File: config.mk
export PLATFORM = sky130hd
export DESIGN_NAME = pipe_ctrl
export DESIGN_NICKNAME = d
export VERILOG_FILES = /design/src/rtl/pipe_ctrl_pkg.sv /design/src/rtl/pipe_ctrl_hazard_detect.sv /design/src/rtl/pipe_ctrl.sv
export SDC_FILE = /design/constraint.sdc
export NUM_CORES = 1
export LEC_CHECK = 0
export BUFFER_PORTS_ARGS = -buffer_cell sky130_fd_sc_hd__buf_2
export CAP_MARGIN = 20
export CORE_ASPECT_RATIO = 1.2
export CORE_UTILIZATION = 54
export DETAILED_ROUTE_END_ITERATION = 7
export PLACE_DENSITY = 0.92
export SKIP_LAST_GASP = 1
export SLEW_MARGIN = 25
export SYNTH_ARGS = -nofsm -noshare
export SYNTH_HDL_FRONTEND = slang
export SYNTH_SLANG_ARGS = --single-unit
File: constraint.sdc
create_clock -name clk -period 4.5 [get_ports clk]
set_clock_uncertainty 0.05 [all_clocks]
set_input_delay 0.225 -clock clk [delete_from_list [all_inputs] [get_ports clk]]
set_output_delay 0.225 -clock clk [all_outputs]
set_load 0.01 [all_outputs]
File: src/rtl/pipe_ctrl_pkg.sv
// Shared types and defaults for the pipeline hazard/stall controller.
// Control outputs are bundled in one packed struct so each pipeline situation is a single constant.
package pipe_ctrl_pkg;

    localparam int TIMEOUT_DEF = 64;
    localparam int CNT_W_DEF   = 16;
    localparam int REG_W       = 3;

    typedef enum logic [1:0] {
        ST_RUN      = 2'd0,
        ST_MEM_WAIT = 2'd1,
        ST_HALT     = 2'd2
    } state_t;

    typedef struct packed {
        logic pc_en;
        logic ifid_en;
        logic idex_en;
        logic exmem_en;
        logic memwb_en;
        logic ifid_flush;
        logic idex_bubble;
        logic memwb_bubble;
        logic halted;
    } ctrl_t;

    localparam ctrl_t CTRL_RUN       = 9'b11111_000_0;
    localparam ctrl_t CTRL_MEM_STALL = 9'b00001_001_0;
    localparam ctrl_t CTRL_BRANCH    = 9'b11111_110_0;
    localparam ctrl_t CTRL_LOAD_USE  = 9'b00111_010_0;
    localparam ctrl_t CTRL_HALT      = 9'b00000_000_1;

endpackage

File: src/rtl/pipe_ctrl_hazard_detect.sv
// Load-use hazard compare: an EX-stage load whose destination is read by the ID-stage instruction.
module hazard_detect
    import pipe_ctrl_pkg::*;
(
    input  logic [REG_W-1:0] id_rs,
    input  logic [REG_W-1:0] id_rt,
    input  logic             id_rs_vld,
    input  logic             id_rt_vld,
    input  logic [REG_W-1:0] ex_rd,
    input  logic             ex_wr,
    input  logic             ex_memrd,
    output logic             load_use
);

    logic [REG_W-1:0] src     [2];
    logic [1:0]       src_vld;
    logic [1:0]       src_hit;

    assign src[0]  = id_rs;
    assign src[1]  = id_rt;
    assign src_vld = {id_rt_vld, id_rs_vld};

    generate
        for (genvar gi = 0; gi < 2; gi++) begin : g_src
            assign src_hit[gi] = src_vld[gi] && (src[gi] == ex_rd);
        end
    endgenerate

    assign load_use = ex_memrd & ex_wr & (|src_hit);

endmodule

File: src/rtl/pipe_ctrl.sv
// Pipeline controller: memory-wait/halt FSM, timeout watchdog and stall counter.
// Priority of the combinational controls: HALT > memory stall > branch flush > load-use > run.
module pipe_ctrl
    import pipe_ctrl_pkg::*;
#(
    parameter int TIMEOUT = TIMEOUT_DEF,
    parameter int CNT_W   = CNT_W_DEF
) (
    input  logic             clk,
    input  logic             rst,
    input  logic [REG_W-1:0] id_rs,
    input  logic [REG_W-1:0] id_rt,
    input  logic             id_rs_vld,
    input  logic             id_rt_vld,
    input  logic [REG_W-1:0] ex_rd,
    input  logic             ex_wr,
    input  logic             ex_memrd,
    input  logic             br_taken,
    input  logic             mem_req,
    input  logic             mem_done,
    input  logic             halt_mem,
    output logic             pc_en,
    output logic             ifid_en,
    output logic             idex_en,
    output logic             exmem_en,
    output logic             memwb_en,
    output logic             ifid_flush,
    output logic             idex_bubble,
    output logic             memwb_bubble,
    output logic             halted,
    output logic             mem_err,
    output logic [CNT_W-1:0] stall_cnt
);

    localparam int TW = $clog2(TIMEOUT + 1);

    state_t           state_q, state_d;
    logic [TW-1:0]    tcnt_q, tcnt_d;
    logic [CNT_W-1:0] stall_cnt_q, stall_cnt_d;
    logic             mem_err_q, mem_err_d;
    logic             load_use;
    logic             mem_stall;
    logic             timeout_hit;
    ctrl_t            ctrl;

    hazard_detect u_hazard (
        .id_rs     (id_rs),
        .id_rt     (id_rt),
        .id_rs_vld (id_rs_vld),
        .id_rt_vld (id_rt_vld),
        .ex_rd     (ex_rd),
        .ex_wr     (ex_wr),
        .ex_memrd  (ex_memrd),
        .load_use  (load_use)
    );

    // In MEM_WAIT the request is already in flight, so only mem_done matters.
    assign mem_stall   = ((state_q == ST_RUN) && mem_req && !mem_done) ||
                         ((state_q == ST_MEM_WAIT) && !mem_done);
    assign timeout_hit = (state_q == ST_MEM_WAIT) && !mem_done && (tcnt_q >= TW'(TIMEOUT - 1));

    always_ff @(posedge clk or negedge rst) begin
        if (!rst) begin
            state_q     <= ST_RUN;
            tcnt_q      <= '0;
            stall_cnt_q <= '0;
            mem_err_q   <= 1'b0;
        end else begin
            state_q     <= state_d;
            tcnt_q      <= tcnt_d;
            stall_cnt_q <= stall_cnt_d;
            mem_err_q   <= mem_err_d;
        end
    end

    always_comb begin
        state_d = state_q;
        unique case (state_q)
            ST_RUN: begin
                if (mem_stall)     state_d = ST_MEM_WAIT;
                else if (halt_mem) state_d = ST_HALT;
            end
            ST_MEM_WAIT: begin
                if (mem_done)         state_d = halt_mem ? ST_HALT : ST_RUN;
                else if (timeout_hit) state_d = ST_HALT;
            end
            ST_HALT:  state_d = ST_HALT;
            default:  state_d = ST_RUN;
        endcase
    end

    always_comb begin
        ctrl = CTRL_RUN;
        if (state_q == ST_HALT) ctrl = CTRL_HALT;
        else if (mem_stall)     ctrl = CTRL_MEM_STALL;
        else if (br_taken)      ctrl = CTRL_BRANCH;
        else if (load_use)      ctrl = CTRL_LOAD_USE;
    end

    // The cycle that first issues the stalled request counts toward the timeout.
    always_comb begin
        tcnt_d = '0;
        if (state_q == ST_RUN && mem_stall)
            tcnt_d = TW'(1);
        else if (state_q == ST_MEM_WAIT && !mem_done && !timeout_hit)
            tcnt_d = tcnt_q + TW'(1);
    end

    always_comb begin
        mem_err_d   = mem_err_q | timeout_hit;
        stall_cnt_d = stall_cnt_q;
        if (!ctrl.pc_en && state_q != ST_HALT && stall_cnt_q != {CNT_W{1'b1}})
            stall_cnt_d = stall_cnt_q + CNT_W'(1);
    end

    assign pc_en        = ctrl.pc_en;
    assign ifid_en      = ctrl.ifid_en;
    assign idex_en      = ctrl.idex_en;
    assign exmem_en     = ctrl.exmem_en;
    assign memwb_en     = ctrl.memwb_en;
    assign ifid_flush   = ctrl.ifid_flush;
    assign idex_bubble  = ctrl.idex_bubble;
    assign memwb_bubble = ctrl.memwb_bubble;
    assign halted       = ctrl.halted;
    assign mem_err      = mem_err_q;
    assign stall_cnt    = stall_cnt_q;

endmodule

After elaboration in Yosys (flattened, before gate mapping)
Index checks and enable logic that the tools add are counted.

Output and inout bits: 26. Logic and storage cells: 47. Bits in read-only memories: 0. Flip-flop bits (word level): 26. Bits in latches: 0. Memories kept: 0. RAM bits: 0.

Shift operators: 0. Muxes and demuxes: 12. Divide/modulo/power cells: 0. Bitwise gates (word level): 3. Equality and inequality tests: 8. Magnitude comparators: 1. $mul: 0. Reduce and logical (&&, ||, !) cells: 17. $add $sub $neg: 2.

Operators by type and width (count): $mux W9 (4); $add A16 B1 Y16 const B (1); $ne A16 B16 Y1 const B (1); $mux W7 (2); $logic_and A1 B1 Y1 (10); $mux W2 (5); $add A7 B1 Y7 const B (1); $ge A7 B6 Y1 const B (1); $eq A3 B3 Y1 (2); $ne A3 B3 Y1 const B (2); $pmux W2 S3 (1); $logic_not A1 Y1 (3); $and A1 B1 Y1 (2); $eq A2 B1 Y1 const B (1); $eq A2 B2 Y1 const B (1); $logic_not A2 Y1 (1); $ne A2 B2 Y1 const B (1); $reduce_and A2 Y1 (1); $reduce_or A2 Y1 (1); $logic_or A1 B1 Y1 (1); $or A1 B1 Y1 (1).

Longest topological paths before layout
Gate-level depths: netlist (run 1).

Depth in word-level cells: 11. Gate-level depth with buffers: 7. Mapped depth without buffers: 6.

Cells and area by module
A second synthesis (run 1) with hierarchy kept.

Cell total of the unflattened synthesis: 139. Area, all modules: 1391.3 um^2.

By module, submodules not included: pipe_ctrl (instances 1, area an instance 1317.5 um^2, cells each 129); hazard_detect (instances 1, area an instance 73.8 um^2, cells each 10).

Worst setup path before layout (run 1)
Ideal clock, no wire load.

Kind: register -> register. From: register stall_cnt_q[0], in the netlist stall_cnt[0]. To: register stall_cnt_q[1], in the netlist stall_cnt[1]. Period minus slack after synthesis: 1765 ps. Arrival: 1590 ps. Buffers on the path: 0. Path slack: 2735 ps. Stages on the path, launching flop included: 7. Data required time: 4325 ps. Setup time: 125 ps. Cell sequence: dfrtp_1 ha_1 nand4_1 nor3_1 nand2_1 nand2_1 mux2_4.

Longest elaborated chain between the ends: 2. Elaborated cells on any way between the ends: 3. Those cells by class: add/sub (1); eq/ne (1); reduce/logical (1).

Ends and longest elaborated chain: start: declaration (line pipe_ctrl.sv:39) `logic [CNT_W-1:0] stall_cnt_q, stall_cnt_d;`; start signal: assignment (line pipe_ctrl.sv:71) `stall_cnt_q <= stall_cnt_d;`; parallel branches: the longest is 2 deep, another holds $add A16 B1 Y16.

Several ways; the timed one is not identified. A chain may end at the register's enable or synchronous reset.

Worst setup path after layout (run 1)
Ends and elaborated chain as after synthesis.

==> qor.csv, run 1 <==
stage,metric,value,unit
timing,number of pins with negative max-slew slack in the final report,0,
outcome,result of the run,finished clean,
timing,Final Setup Violations,0,
yosys,count of mapped cells out of synthesis,141,
floorplan,die area,2850,sq um
critical_path,RR Startpoint,stall_cnt[0],
critical_path,CP Data Arrival Time,2.13,ns
pwr,maximum VDD drop,0.213,mV
timing,Worst Max-Slew Pin Slew,0.571,ns
floorplan,IO Pins,45,
critical_path,chain of cells forming the critical path,ha_1 > nand4_1 > nor3_1 > nand2_1 > nand2_1 > mux2_4,
critical_path,number of cells traversed by the worst register-to-register path,6,
critical_path,worst path required time,4.68,ns
critical_path,worst stage delay on the critical path,0.44,ns
cts,PostCTS Resize Cnt,0,
timing,time the final worst path needs with I/O delays and setup,1.95,ns
timing,share of the cycle needed by the critical path after routing,0.433,
cts,CTS tree,yes,
timing,unrepaired setup endpoints after global routing,no,
placed_design,cell total after placement,215,
worst_hold_path,worst hold start,halt_mem,
detailed_routing,violation count after the first detailed-route iteration,35,
critical_path,cell type of the slowest stage on the worst timing path,dfrtp_1,
timing,Hold Fails Final Rpt,0,
floorplan,floorplan core area,2530,sq um
worst_hold_path,Cells on Worst Hold Path,3,
final_layout,number of filler instances in the final layout,203,
timing,max-slew headroom at the worst pin,0.620,
grt,wire length of the first global-routing pass,5.33,mm
yosys,fraction of registers with async set or reset after synthesis,1.00,
yosys,post-synthesis area per instance,10.1,sq um
cts,post-CTS setup buffer count,0,
pwr,leak pwr,0.855,nW
cts,clock buffer count from CTS,3,
flow_run,Maximum Capacitance Violations,0,
pwr,power density over the cells,349,nW/um^2
yosys,leading cell type by number of instances after synthesis,dfrtp_1,
critical_path,Setup Crit Path Kind,reg -> reg,
cts,clk slew on worst S/H paths,0.14,ns
yosys,Synthesized Nets,162,
critical_path,crit-path max FO,5,
detailed_routing,sum of routed wire length over all layers,3.23,mm
cts,Clock H-tree levels,1,
yosys,sequential area share after synthesis,0.456,
detailed_routing,antenna-violating nets left,0,
worst_hold_path,class of the tightest hold or removal check,in -> reg,
floorplan,Die Span Y,58.3,microns
cts,number of clock sinks,26,
cts,master cell of the clock root buffer,clkbuf_4,
detailed_routing,number of vias per cell,5.60,
yosys,most common library cells after synthesis,"dfrtp_1 (26), xnor2_1 (15), nand2_1 (12)",
yosys,Mapped Area,1430,sq um
yosys,Seq cells post-synth,26,
critical_path,CP Capture Type,flip-flop,
floorplan,die width,48.9,microns
critical_path,R2R setup slack,2.55,ns
floorplan,Initial Util,0.564,
yosys,flip-flop cell with the highest count after synthesis,dfrtp_1,
final_layout,relative area change from synthesis to final layout,20.9,%
placed_design,I/O Buffers,44,
final_layout,fraction of final layout cells sized beyond drive strength 1,0.310,
detailed_routing,DR pass1 iterations,4,
yosys,area fraction of the dominant cell type after synthesis,0.456,
placed_design,final RePlAce weighted congestion,0.891,
yosys,"Distinct cells, synth",39,
floorplan,num rows,20,
grt,pin count of the biggest net entering global routing,27,
detailed_routing,via total after detailed routing,1232,
detailed_routing,final routed DRC violation total,0,
cts,source-to-sink clock delay at the later pin of the worst-skew pair,0.32,ns
final_layout,antenna cell count,0,
detailed_routing,average detailed-routed wire length per instance,14.7,microns
cts,maximum number of buffers from clock root to sink,2,
critical_path,startpoint kind of the worst setup timing path,flip-flop,
critical_path,"Top cell by count, worst path",nand2_1,
critical_path,R2R Path End,stall_cnt[1],
timing,highest attainable clock frequency,0.513,GHz
timing,Setup Total Neg Slack,0,ns
yosys,Post-synth EDFFs,0,
yosys,main area contributors after synthesis,"dfrtp_1 (46%), xnor2_1 (9.2%), nand3_1 (3.9%), xor2_1 (3.7%), nand2_1 (3.2%)",
grt,via count of the first global-routing pass,1238,
yosys,count of warnings emitted by yosys,0,
worst_hold_path,Hold EP,state_q[1],
final_layout,"Net count, final",209,
final_layout,"count of placed standard cells in the final layout, fillers left out",220,
grt,GRT Overall Usage,0.247,
placed_design,detailed-placement wirelength estimate,2.44,mm
grt,aggregate global routing overflow,0,
grt,number of antenna violations at the first check in global routing,0,
yosys,library cell with the largest summed area after synthesis,dfrtp_1,
==> registers in the layout, summed over array words and instances (netlist names) <==
signal,count
mem_err,1
state_q,2
stall_cnt,16
tcnt_q,7
==> metrics by stage <==
step                      hold WS (ns)  utilization  total power, mW  cell area [sq um]  setup WS [ns]
after floorplan                 -0.121            -            0.382               1430           2.73
after global placement           0.191        0.657            0.435               1660           2.72
after CTS                        0.173        0.682            0.608               1720           2.56
after detailed placement         0.203        0.657            0.445               1660           2.59
after global routing             0.176        0.682            0.631               1720           2.43
final                            0.175        0.682            0.601               1720           2.55
==> final cells by class <==
| type | count | area [sq um] | share of cell area |
|---|---|---|---|
| clock inverters | 1 | 30.0 | 0.0174 |
| well taps | 33 | 41.3 | 0.0239 |
| repair buffers | 45 | 230 | 0.134 |
| clock buffers | 3 | 22.5 | 0.0131 |
| flip-flops and latches | 26 | 651 | 0.377 |
| multi-input cells | 107 | 731 | 0.424 |
| inverters | 5 | 18.8 | 0.0109 |
==> worst max-delay path: cells and delay by family (launching register included) <==
kind | cells | cell delay (ns)
adders and majority gates | 1 | 0.22
and+or+nand+nor | 4 | 0.84
DFF | 1 | 0.44
muxes | 1 | 0.32
==> logic make-up (layout without fill, tap and decap cells) <==
| family | Yosys count | count (layout) | synth area share |
|---|---|---|---|
| and+or+nand+nor | 64 | 64 | 0.254 |
| DFF | 26 | 26 | 0.456 |
| xor gates and xnor gates | 21 | 21 | 0.129 |
| AOI/OAI and AO/OA | 15 | 15 | 0.0728 |
| buffers and inverters | 8 | 54 | 0.0316 |
| muxes | 4 | 4 | 0.0368 |
| adders and majority gates | 2 | 2 | 0.0175 |
| other | 1 | 1 | 0.00263 |
==> layer usage <==
layer / track usage / share of wire / vias to the layer above
li1: - / - / 584
met1: 0.262 / 0.39 / 602
met2: 0.490 / 0.56 / 38
met3: 0.0336 / 0.040 / 8
met4: 0.0966 / 0.014 / 0
met5: 0 / 0 / -
==> cells in the final DEF, fill, tap and decap left out, types with 3 or more instances in the layout <==
cell type,Yosys,layout
buf_2,0,44
dfrtp_1,26,26
xnor2_1,15,15
nand2_1,12,12
nand3_1,11,11
nor2_1,10,10
nand4_1,7,7
xor2_1,6,6
inv_1,5,5
nor3_1,4,4
and3_1,4,4
nand2b_1,3,3
clkbuf_4,0,3
==> how the worst max path moves through the flow <==
| stage | start | end | slack, ns | cells after the start |
|---|---|---|---|---|
| 2_1_floorplan | stall_cnt[0] | stall_cnt[1] | 2.73 | 6 |
| 3_3_place_gp | state_q[1] | stall_cnt[1] | 2.72 | 5 |
| 3_5_place_dp | state_q[1] | stall_cnt[1] | 2.59 | 5 |
| 4_1_cts | state_q[1] | idex_bubble | 2.56 | 5 |
| 5_1_grt | stall_cnt[0] | stall_cnt[1] | 2.43 | 6 |
| 6_report | stall_cnt[0] | stall_cnt[1] | 2.55 | 6 |
==> power breakdown <==
group | leakage [nW] | internal (mW) | total (mW) | switching [mW]
combinational | 0.483 | 0.0716 | 0.153 | 0.0815
sequential | 0.343 | 0.258 | 0.288 | 0.0300
clock | 0.0279 | 0.0901 | 0.160 | 0.0701
total | 0.855 | 0.419 | 0.601 | 0.182
==> what timing repair did <==
item	CTS	global route
hold buffers	1	0
endpoints found under the hold margin	26	0
endpoints found under the setup margin	0	0
No activity file was read; power rests on OpenSTA's default activity.
==> run 2: changes to the inputs <==
--- a/config.mk
+++ b/config.mk
@@ -8,9 +8,9 @@
 export BUFFER_PORTS_ARGS = -buffer_cell sky130_fd_sc_hd__buf_2
 export CAP_MARGIN = 20
 export CORE_ASPECT_RATIO = 1.2
-export CORE_UTILIZATION = 54
+export CORE_UTILIZATION = 45
 export DETAILED_ROUTE_END_ITERATION = 7
-export PLACE_DENSITY = 0.92
+export PLACE_DENSITY = 0.83
 export SKIP_LAST_GASP = 1
 export SLEW_MARGIN = 25
 export SYNTH_ARGS = -nofsm -noshare
==> constraint.sdc (replaced) <==
create_clock -name clk -period 1.7 [get_ports clk]
set_clock_uncertainty 0.05 [all_clocks]
set_input_delay 0.085 -clock clk [delete_from_list [all_inputs] [get_ports clk]]
set_output_delay 0.085 -clock clk [all_outputs]
set_load 0.01 [all_outputs]
==> run 2 against run 1 <==
Compared with the run above: critical path depth fell by 1; register-to-register slack got worse by 2.5 ns; clock-buffer cell count rose by 1; clock power rose by 92%; critical endpoint is now stall_cnt[12]; global-route usage fell by 4.1 points; critical path type unchanged; sequential cell count did not move; fmax rose by 20%; core utilization fell by 4.9 points; cell count rose by 11%; design area rose by 11%.
==> qor.csv, run 2 (synthesized netlist as in run 1, its figures left out) <==
stage,metric,value,unit
pwr,leak pwr,0.966,nW
placed_design,final RePlAce weighted congestion,0.797,
grt,aggregate global routing overflow,0,
floorplan,IO Pins,45,
critical_path,RR Startpoint,stall_cnt[0],
cts,source-to-sink clock delay at the later pin of the worst-skew pair,0.32,ns
floorplan,num rows,22,
critical_path,crit-path max FO,5,
pwr,internal power consumption,1.10,mW
grt,wire length of the first global-routing pass,5.24,mm
detailed_routing,final routed DRC violation total,0,
timing,Setup Total Neg Slack,0,ns
grt,via count of the first global-routing pass,1312,
critical_path,worst path required time,1.87,ns
placed_design,I/O Buffers,44,
timing,time the final worst path needs with I/O delays and setup,1.62,ns
cts,master cell of the clock root buffer,clkbuf_4,
final_layout,antenna cell count,0,
final_layout,"count of placed standard cells in the final layout, fillers left out",244,
placed_design,Setup Slack @ Placement,0.00268,ns
timing,Worst Max-Slew Pin Slew,0.562,ns
placed_design,detailed-placement wirelength estimate,2.50,mm
final_layout,fraction of final layout cells sized beyond drive strength 1,0.413,
pwr,share of power burned in registers,0.465,
pwr,Sw Ratio,0.308,
detailed_routing,violation count after the first detailed-route iteration,34,
floorplan,Initial Util,0.471,
flow_run,Maximum Capacitance Violations,0,
cts,clk slew on worst S/H paths,0.13,ns
timing,highest attainable clock frequency,0.616,GHz
grt,pin count of the biggest net entering global routing,27,
cts,Clock H-tree levels,1,
critical_path,R2R setup slack,0.08,ns
final_layout,"commonest cells after routing, fill and taps aside","buf_2 (44), dfrtp_1 (26), buf_4 (21)",
final_layout,number of filler instances in the final layout,242,
critical_path,startpoint kind of the worst setup timing path,flip-flop,
placed_design,cell total after placement,236,
pwr,total power,1.59,mW
floorplan,die width,53.4,microns
grt,number of antenna violations at the first check in global routing,0,
floorplan,floorplan core area,3030,sq um
placed_design,dpl cell area,1810,sq um
worst_hold_path,class of the tightest hold or removal check,in -> reg,
detailed_routing,sum of routed wire length over all layers,3.23,mm
critical_path,CP Data Arrival Time,1.79,ns
final_layout,"Net count, final",230,
pwr,maximum VDD drop,0.530,mV
critical_path,Crit. Startpoint,stall_cnt[0],
final_layout,core utilization of the finished layout,0.633,
final_layout,number of flip-flops in the largest register,16,
detailed_routing,antenna-violating nets left,0,
timing,share of the cycle needed by the critical path after routing,0.955,
pwr,combinational power share,0.342,
cts,maximum number of buffers from clock root to sink,2,
pwr,clock power share,0.193,
final_layout,relative area change from synthesis to final layout,34.5,%
pwr,power density over the cells,830,nW/um^2
floorplan,Die Span Y,63.7,microns
detailed_routing,number of vias per cell,5.33,
pwr,NetSw,0.491,mW
grt,GRT Overall Usage,0.205,
timing,worst slack on hold paths,0.0281,ns
outcome,result of the run,finished clean,
cts,number of clock sinks,26,
timing,Final Setup Violations,0,
critical_path,CP Capture Type,flip-flop,
timing,max-slew headroom at the worst pin,0.625,
timing,unrepaired setup endpoints after global routing,yes,
timing,number of pins with negative max-slew slack in the final report,0,
cts,clock buffer count from CTS,3,
cts,CTS tree,yes,
detailed_routing,average detailed-routed wire length per instance,13.2,microns
detailed_routing,via total after detailed routing,1300,
detailed_routing,DR pass1 iterations,4,
timing,setup slack of the critical path after layout,0.0760,ns
critical_path,Setup Crit Path Kind,reg -> reg,
worst_hold_path,worst hold start,halt_mem,
final_layout,Final Cell Area,1920,sq um
final_layout,most frequent standard cell in the layout excluding fill and tap cells,buf_2,
timing,Hold Fails Final Rpt,0,
floorplan,die area,3400,sq um
run 2: power by group through the flow:
stage	clock, mW	combinational, mW	sequential, mW
2_1_floorplan	0	0.230	0.781
3_3_place_gp	0	0.489	0.748
3_5_place_dp	0	0.495	0.753
4_1_cts	0.315	0.505	0.741
5_1_grt	0.349	0.596	0.750
6_report	0.307	0.544	0.741
run 2: cell type report:
type	count	area, sq um	area share
Inverter	5	18.8	0.00978
Sequential cell	26	651	0.339
Clock buffer	4	36.3	0.0189
Tap cell	36	45.0	0.0235
Timing Repair Buffer	66	388	0.202
Multi-Input combinational cell	107	779	0.406
run 2: worst paths after layout:
check,endpoint,cells after the start
worst max-delay path,stall_cnt[12],5
max in group asynchronous,stall_cnt[10],2
worst max register to register,stall_cnt[12],5
worst min-delay path,state_q[1],3
min in group asynchronous,mem_err,2
worst min register to register,mem_err,1
run 2: repair_timing:
action,4_1_cts,5_1_grt
hold buffers,1,0
pin swaps,0,4
endpoints found under the hold margin,26,0
endpoints found under the setup margin,2,16
setup buffers,0,3
resized for setup,2,8
run 2: worst max-delay path, stage by stage (launching register included):
cell	delay, ns
dfrtp_1	0.42
ha_1	0.21
buf_4	0.14
and4_2	0.27
nand4_1	0.11
mux2_2	0.33
run 2: metal layers:
metal  vias up  part of all wire  GRT usage
met3         9             0.036     0.0338
met5         -                 0          0
met2        37              0.54      0.356
met1       622              0.40      0.231
met4         0             0.023      0.102
li1        632                 -          -
==> run 3: changes to the inputs <==
--- a/config.mk
+++ b/config.mk
@@ -8,9 +8,9 @@
 export BUFFER_PORTS_ARGS = -buffer_cell sky130_fd_sc_hd__buf_2
 export CAP_MARGIN = 20
 export CORE_ASPECT_RATIO = 1.2
-export CORE_UTILIZATION = 45
+export CORE_UTILIZATION = 25
 export DETAILED_ROUTE_END_ITERATION = 7
-export PLACE_DENSITY = 0.83
+export PLACE_DENSITY = 0.55
 export SKIP_LAST_GASP = 1
 export SLEW_MARGIN = 25
 export SYNTH_ARGS = -nofsm -noshare
==> run 3 against run 2 <==
Compared with the run above: first-iteration DRC count is 12% lower; cell count is 11% higher; core utilization is 27 points lower; power is 4.1% higher; register-to-register slack worse by 0.03 ns; clock-buffer cell count stayed put; sequential power is 1% lower; combinational power is 3% lower; sequential share of layout area is 0.67 points lower; largest cell class unchanged.
==> qor.csv, run 3 (synthesized netlist as in run 1, its figures left out) <==
stage,metric,value,unit
outcome,result of the run,finished clean,
timing,time the final worst path needs with I/O delays and setup,1.65,ns
pwr,total power,1.66,mW
cts,master cell of the clock root buffer,clkbuf_8,
final_layout,antenna cell count,0,
floorplan,Die Span Y,84.7,microns
timing,highest attainable clock frequency,0.605,GHz
floorplan,die area,6010,sq um
grt,wire length of the first global-routing pass,5.83,mm
floorplan,IO Pins,45,
floorplan,num rows,29,
critical_path,startpoint kind of the worst setup timing path,flip-flop,
pwr,leak pwr,0.961,nW
pwr,power density over the cells,847,nW/um^2
critical_path,CP Capture Type,flip-flop,
floorplan,die width,71.0,microns
grt,aggregate global routing overflow,0,
detailed_routing,antenna-violating nets left,0,
final_layout,"commonest cells after routing, fill and taps aside","buf_2 (44), dfrtp_1 (26), buf_4 (20)",
timing,Worst Max-Slew Pin Slew,0.596,ns
grt,via count of the first global-routing pass,1276,
final_layout,number of flip-flops in the largest register,16,
detailed_routing,number of vias per cell,4.65,
pwr,maximum VDD drop,0.442,mV
placed_design,detailed-placement wirelength estimate,2.60,mm
detailed_routing,average detailed-routed wire length per instance,12.1,microns
floorplan,floorplan core area,5410,sq um
cts,source-to-sink clock delay at the later pin of the worst-skew pair,0.27,ns
cts,clk slew on worst S/H paths,0.09,ns
critical_path,CP Data Arrival Time,1.80,ns
critical_path,crit-path max FO,4,
placed_design,final RePlAce weighted congestion,0.805,
detailed_routing,via total after detailed routing,1256,
timing,unrepaired setup endpoints after global routing,yes,
worst_hold_path,class of the tightest hold or removal check,in -> reg,
critical_path,worst path required time,1.85,ns
timing,number of pins with negative max-slew slack in the final report,0,
critical_path,RR Startpoint,state_q[1],
grt,pin count of the biggest net entering global routing,27,
cts,CTS tree,yes,
cts,maximum number of buffers from clock root to sink,2,
grt,GRT Overall Usage,0.120,
flow_run,Maximum Capacitance Violations,0,
grt,number of antenna violations at the first check in global routing,0,
final_layout,most frequent standard cell in the layout excluding fill and tap cells,buf_2,
detailed_routing,violation count after the first detailed-route iteration,30,
detailed_routing,final routed DRC violation total,0,
detailed_routing,DR pass1 iterations,4,
critical_path,Setup Crit Path Kind,reg -> reg,
timing,Final Setup Violations,0,
cts,number of clock sinks,26,
final_layout,fraction of final layout cells sized beyond drive strength 1,0.413,
timing,max-slew headroom at the worst pin,0.602,
final_layout,"Net count, final",230,
cts,Clock H-tree levels,1,
final_layout,relative area change from synthesis to final layout,37.2,%
final_layout,core utilization of the finished layout,0.362,
worst_hold_path,worst hold start,halt_mem,
timing,Hold Fails Final Rpt,0,
timing,share of the cycle needed by the critical path after routing,0.972,
critical_path,Crit. Startpoint,state_q[1],
placed_design,I/O Buffers,44,
cts,clock buffer count from CTS,3,
floorplan,Initial Util,0.264,
cts,post-CTS setup buffer count,0,
detailed_routing,sum of routed wire length over all layers,3.26,mm
run 3: cell counts in the layout (fill, tap and decap cells not counted):
Identical to the previous run, type by type.
run 3: area by class of cell:
| cell class | count | area [sq um] |
|---|---|---|
| repair buffers | 66 | 392 |
| flip-flops and latches | 26 | 651 |
| fillers | 547 | 3450 |
| clock buffers | 4 | 55.1 |
| multi-input cells | 107 | 763 |
| inverters | 5 | 18.8 |
| well taps | 62 | 77.6 |
run 3: what timing repair did:
item                                   4_1_cts  5_1_grt
endpoints found under the hold margin       26        0
setup endpoints to repair                    0       11
gates resized for setup                      0        7
hold buffers                                 1        0
run 3: layer usage:
layer	GRT usage	part of all wire
met2	0.205	0.53
met4	0.0273	0.0074
met5	0	0
met3	0.0192	0.032
met1	0.159	0.43
run 3: report_power, final:
part | internal [mW] | leakage, nW | total (mW) | switching, mW
Combinational | 0.270 | 0.589 | 0.528 | 0.257
Sequential | 0.682 | 0.343 | 0.730 | 0.0480
Clock | 0.207 | 0.0288 | 0.400 | 0.193
Total | 1.16 | 0.961 | 1.66 | 0.498
run 3: critical path, stage by stage, from the launching register on:
cell and delay (ns):
dfrtp_1 0.40, nor2b_2 0.18, nor3_4 0.18, a21oi_2 0.09, buf_4 0.15, nor4_1 0.36
xnor2_1 0.16
run 3: worst paths after layout:
check / end / slack [ns] / cells after the start
max in group asynchronous: stall_cnt[5] / 0.91 / 2
worst max-delay path: stall_cnt[8] / 0.05 / 6
min in group asynchronous: tcnt_q[0] / 0.29 / 2
worst min register to register: state_q[1] / 0.44 / 1
worst min-delay path: state_q[1] / 0.09 / 3
worst max register to register: stall_cnt[8] / 0.05 / 6
run 3: stage by stage:
stage | setup TNS, ns | cells | hold WS, ns | worst slack (ns) | instance area (sq um)
2_1_floorplan | -0.0109 | 141 | -0.261 | -0.0109 | 1430
3_3_place_gp | 0 | 265 | 0.0675 | 0.0680 | 1860
3_5_place_dp | 0 | 265 | 0.0782 | 0.0399 | 1860
4_1_cts | 0 | 270 | 0.0846 | 0.0104 | 1930
5_1_grt | -0.109 | 270 | 0.114 | -0.0534 | 1960
6_report | 0 | 270 | 0.0890 | 0.0475 | 1960
